`src/rtl/display_mem_arbiter.sv`:
```
// rtl/display_mem_arbiter.sv - video/core arbiter for the shared single-port text display memory
module display_mem_arbiter #(
    parameter int AW             = 16,
    parameter int DW             = 16,
    parameter int RD_LATENCY     = 1,
    parameter int VID_STREAK_MAX = 4
) (
    input  logic          clk,
    input  logic          reset,
    input  logic          core_req,
    input  logic          core_we,
    input  logic [AW-1:0] core_addr,
    input  logic [DW-1:0] core_wdata,
    output logic          core_gnt,
    output logic [DW-1:0] core_rdata,
    output logic          core_rvalid,
    input  logic          vid_req,
    input  logic [AW-1:0] vid_addr,
    output logic          vid_gnt,
    output logic [DW-1:0] vid_rdata,
    output logic          vid_rvalid,
    output logic [AW-1:0] mem_addr,
    output logic [DW-1:0] mem_wdata,
    output logic          mem_we,
    input  logic [DW-1:0] mem_rdata
);
    localparam logic [1:0] ST_IDLE    = 2'd0;
    localparam logic [1:0] ST_VID     = 2'd1;
    localparam logic [1:0] ST_CORE    = 2'd2;
    localparam logic [3:0] STREAK_MAX = 4'(VID_STREAK_MAX);

    logic [1:0]            state;
    logic [3:0]            streak;
    logic [RD_LATENCY-1:0] tag_vld;
    logic [RD_LATENCY-1:0] tag_vid;
    logic                  s0_vld;
    logic                  s0_vid;

    // Video wins unless it has already taken STREAK_MAX contended slots in a row.
    always_comb begin
        core_gnt = 1'b0;
        vid_gnt  = 1'b0;
        if (!reset) begin
            if (vid_req && !(core_req && streak == STREAK_MAX))
                vid_gnt = 1'b1;
            else if (core_req)
                core_gnt = 1'b1;
        end
    end

    always_ff @(posedge clk or posedge reset) begin
        if (reset)
            state <= ST_IDLE;
        else if (vid_gnt)
            state <= ST_VID;
        else if (core_gnt)
            state <= ST_CORE;
        else
            state <= ST_IDLE;
    end

    always_ff @(posedge clk or posedge reset) begin
        if (reset)
            streak <= 4'd0;
        else if (!core_req || core_gnt)
            streak <= 4'd0;
        else if (vid_gnt && streak != STREAK_MAX)
            streak <= streak + 4'd1;
    end

    always_ff @(posedge clk or posedge reset) begin
        if (reset) begin
            mem_addr  <= '0;
            mem_wdata <= '0;
            mem_we    <= 1'b0;
        end else if (vid_gnt) begin
            mem_addr  <= vid_addr;
            mem_we    <= 1'b0;
        end else if (core_gnt) begin
            mem_addr  <= core_addr;
            mem_wdata <= core_wdata;
            mem_we    <= core_we;
        end else begin
            mem_we    <= 1'b0;
        end
    end

    // The owner register doubles as stage 0 of the return tag pipeline; writes carry no tag.
    assign s0_vld = (state == ST_VID) || (state == ST_CORE && !mem_we);
    assign s0_vid = (state == ST_VID);

    always_ff @(posedge clk or posedge reset) begin
        if (reset) begin
            tag_vld <= '0;
            tag_vid <= '0;
        end else begin
            tag_vld[0] <= s0_vld;
            tag_vid[0] <= s0_vid;
            for (int i = 1; i < RD_LATENCY; i++) begin
                tag_vld[i] <= tag_vld[i-1];
                tag_vid[i] <= tag_vid[i-1];
            end
        end
    end

    assign core_rvalid = tag_vld[RD_LATENCY-1] & ~tag_vid[RD_LATENCY-1];
    assign vid_rvalid  = tag_vld[RD_LATENCY-1] &  tag_vid[RD_LATENCY-1];
    assign core_rdata  = mem_rdata;
    assign vid_rdata   = mem_rdata;
endmodule

```
`config.mk`:
```
export PLATFORM = sky130hd
export DESIGN_NAME = display_mem_arbiter
export DESIGN_NICKNAME = d
export VERILOG_FILES = /design/src/rtl/display_mem_arbiter.sv
export SDC_FILE = /design/constraint.sdc
export NUM_CORES = 1
export LEC_CHECK = 0
export ABC_AREA = 1
export BUFFER_PORTS_ARGS = -buffer_cell sky130_fd_sc_hd__buf_2
export CORE_MARGIN = 2
export CORE_UTILIZATION = 44
export DETAILED_ROUTE_END_ITERATION = 12
export PLACE_DENSITY = 0.89
export SLEW_MARGIN = 5
export SYNTH_ARGS = -nofsm -noshare
export SYNTH_HDL_FRONTEND = slang
export SYNTH_SLANG_ARGS = --single-unit
```
`constraint.sdc`:
```
create_clock -name clk -period 2.61 [get_ports clk]
set_input_delay 0.522 -clock clk [delete_from_list [all_inputs] [get_ports clk]]
set_output_delay 0.522 -clock clk [all_outputs]
set_load 0.01 [all_outputs]
```
==> results.md <==
- RSZ-0062 raised after global routing: no
- Worst Reg-to-Reg Cells: 9
- Layout cells sized above 1: 0.3615
- LEAKAGE: ~1.4 nW
- Power Density: ~640 nW/um^2
- Wire length per cell: approximately 12 um
- Max VDD drop: between 0.0004 and 0.0005 V
- Maxcap violations: 0
- Crit Path Max Fanout: 4
- Skew-Pair Late Insertion Delay: 290 ps
- Vias/cell: between 4 and 5
- Drt drc: 0
- Slew Limit Fails: 0
- Highest Signal Layer: met4
- Syn_area_per_cell: ~8.5 sq um
- GP Congestion: around 0.8
- F_max: 489.8 MHz
- WL met3: 232 um
- Routed wl met2: between 2000 and 2500 um
- Clock-pin slew on the worst setup and hold paths: about 80 ps
- Grt ovf: 0
- Netlist cell types: 19
- Final nets: between 300 and 400
- # setup viols final: 0
- Hpwl dp: between 3000 and 4000 um
- Slew Limit Headroom: 0.5475
- Final Cycle Share: 0.7822
- Synth warn: 0
- CTS sink cnt: 41
- Leading cell types in the layout, fill and taps excluded: nand2_1, buf_2, dfrtp_1
- Number of global-route vias before repair: 1585
- DRT met1 WL: 1749 um
- Final Skew: approximately 10 ps
- Rows: 24
- Critical path type: reg -> out
- I/O pin count: 138
- Setup Fix Bufs, Post-CTS: 0
- Req. time, crit path: roughly 2100 ps
- Clk root buf: clkbuf_8
- Detailed Route WL: about 4200 um
- CP arrival: between 1500 and 2000 ps
- Starting Density: 0.4580
- Yosys reg bits: 41
- Most common cell after layout, fill and taps aside: nand2_1
- Synth Net Count: ~310
- # resized after CTS: 0
- Antenna diode count: 0
- Hold WS: approximately 250 ps
- Largest net degree at the start of global routing: 33
- Initial antenna violation count: 0
- 1st-iter DRT viols: between 50 and 60
- Die Ht: between 70 and 80 um
- Status: completed
- DRT Pass-1 Iters: 4
- Max Buffers Root-to-Sink: 2
- Port Buffers: 89
- Layout area overhead: 17.63%
- Setup_tns: 0 ps
- Netlist Area Pre-Place: ~2000 sq um
- Total track usage: 0.1743
- CTS tree: done
- Post-Syn Instances: about 240
- Num CTS Buffers: 5
- R2R Path Start: streak[0]$_DFFE_PP0P_
- Core ar.: roughly 4400 sq um
- Flop2flop setup slack: about 940 ps
- Worst Setup SP: streak[0]$_DFFE_PP0P_
- Setup crit start kind: register
- Via count: between 1500 and 2000
- CP Capture Type: primary output
- Min cycle time layout: between 2000 and 2500 ps
- Hold crit path type: in -> async
- Worst slew pin tran: about 680 ps
- Reg2reg end: mem_addr[12]$_DFFE_PP0P_
- Hold buffer count at cts: 0
- Final ANT Viol Nets: 0
- First-pass GRT wire length: between 6000 and 7000 um
- Sequential area share after synthesis: 0.5144
- CTS H-tree depth: 2
- Full die area: roughly 5000 sq um
- Die X: approximately 70 um
- Critical path destination: core_gnt
- Fin. Hold Viols: 0
## area by class of cell
class                           count  area, sq um
Fill cell                         413         2008
Sequential cell                    41         1026
Multi-Input combinational cell    143        629.4
Timing Repair Buffer               93        475.5
Clock buffer                        5        68.82
Tap cell                           52        65.06
Inverter                           12        46.29
Clock inverter                      2        35.03
## where the power goes
group          internal, mW  switching (mW)  leakage, nW
sequential            0.712          0.0395        0.518
combinational         0.123           0.157        0.799
clock                 0.278           0.204       0.0540
total                  1.11           0.400         1.37
## sequential cells by signal, indices dropped and copies added, names as in the netlist
signal	count
mem_we	1
tag_vid	1
state	2
mem_addr	16
tag_vld	1
mem_wdata	16
streak	4
## synthesized netlist by cell type, drive strengths merged
library cell,n,share of area
buf,38,0.14
clkbuf,1,0.0019
clkinv,1,0.0025
dfrtp,41,0.51
ha,2,0.013
inv,11,0.021
nand2,104,0.20
nand3,22,0.055
nand4,5,0.016
nor2,5,0.014
o21ai,2,0.0069
o21bai,1,0.0038
xor2,2,0.0088
## metrics by stage
stage	total power, mW	std cells	instance area (sq um)	utilization	worst slack [ps]
finish	1.512	348	2346	0.5388	568.5
global route	1.613	348	2346	0.5388	420.3
CTS	1.535	348	2346	0.5388	551.6
detailed placement	1.048	341	2242	0.5149	854.7
global placement	1.039	341	2242	0.5149	881.3
floorplan	0.9552	235	1994	-	451.4
## critical path, stage by stage (launching register included)
cell and delay [ps]:
dfrtp_1 410, inv_1 80, ha_1 210, nand4_1 130
nand2_2 100, nand2_2 100, clkinv_2 60, buf_2 130
## cell families after synthesis
kind of cell,Yosys count,synth area share
AND/OR/NAND/NOR,136,0.2836
buffers and inverters,51,0.1700
flip-flops,41,0.5144
AO/OA/AOI/OAI,3,0.01066
XOR/XNOR,2,0.008785
adder cells (fa/ha/maj),2,0.01255
## routing by layer
metal | vias up | GRT usage
met2 | 42 | 0.2963
met5 | - | 0
met3 | 10 | 0.05345
met1 | 784 | 0.2092
met4 | 0 | 0.06289
li1 | 815 | -
## how the worst min path moves through the flow
| stage | from | to | slack, ps | cells past startpoint |
|---|---|---|---|---|
| floorplan | state[1]$_DFF_PP0_ | tag_vid$_DFF_PP0_ | 410 | 1 |
| global placement | state[1]$_DFF_PP0_ | tag_vid$_DFF_PP0_ | 420 | 1 |
| detailed placement | state[1]$_DFF_PP0_ | tag_vid$_DFF_PP0_ | 420 | 1 |
| CTS | reset | streak[3]$_DFFE_PP0P_ | 260 | 2 |
| global route | reset | streak[3]$_DFFE_PP0P_ | 270 | 2 |
| finish | reset | streak[3]$_DFFE_PP0P_ | 250 | 2 |
No activity file was read; power rests on OpenSTA's default activity.
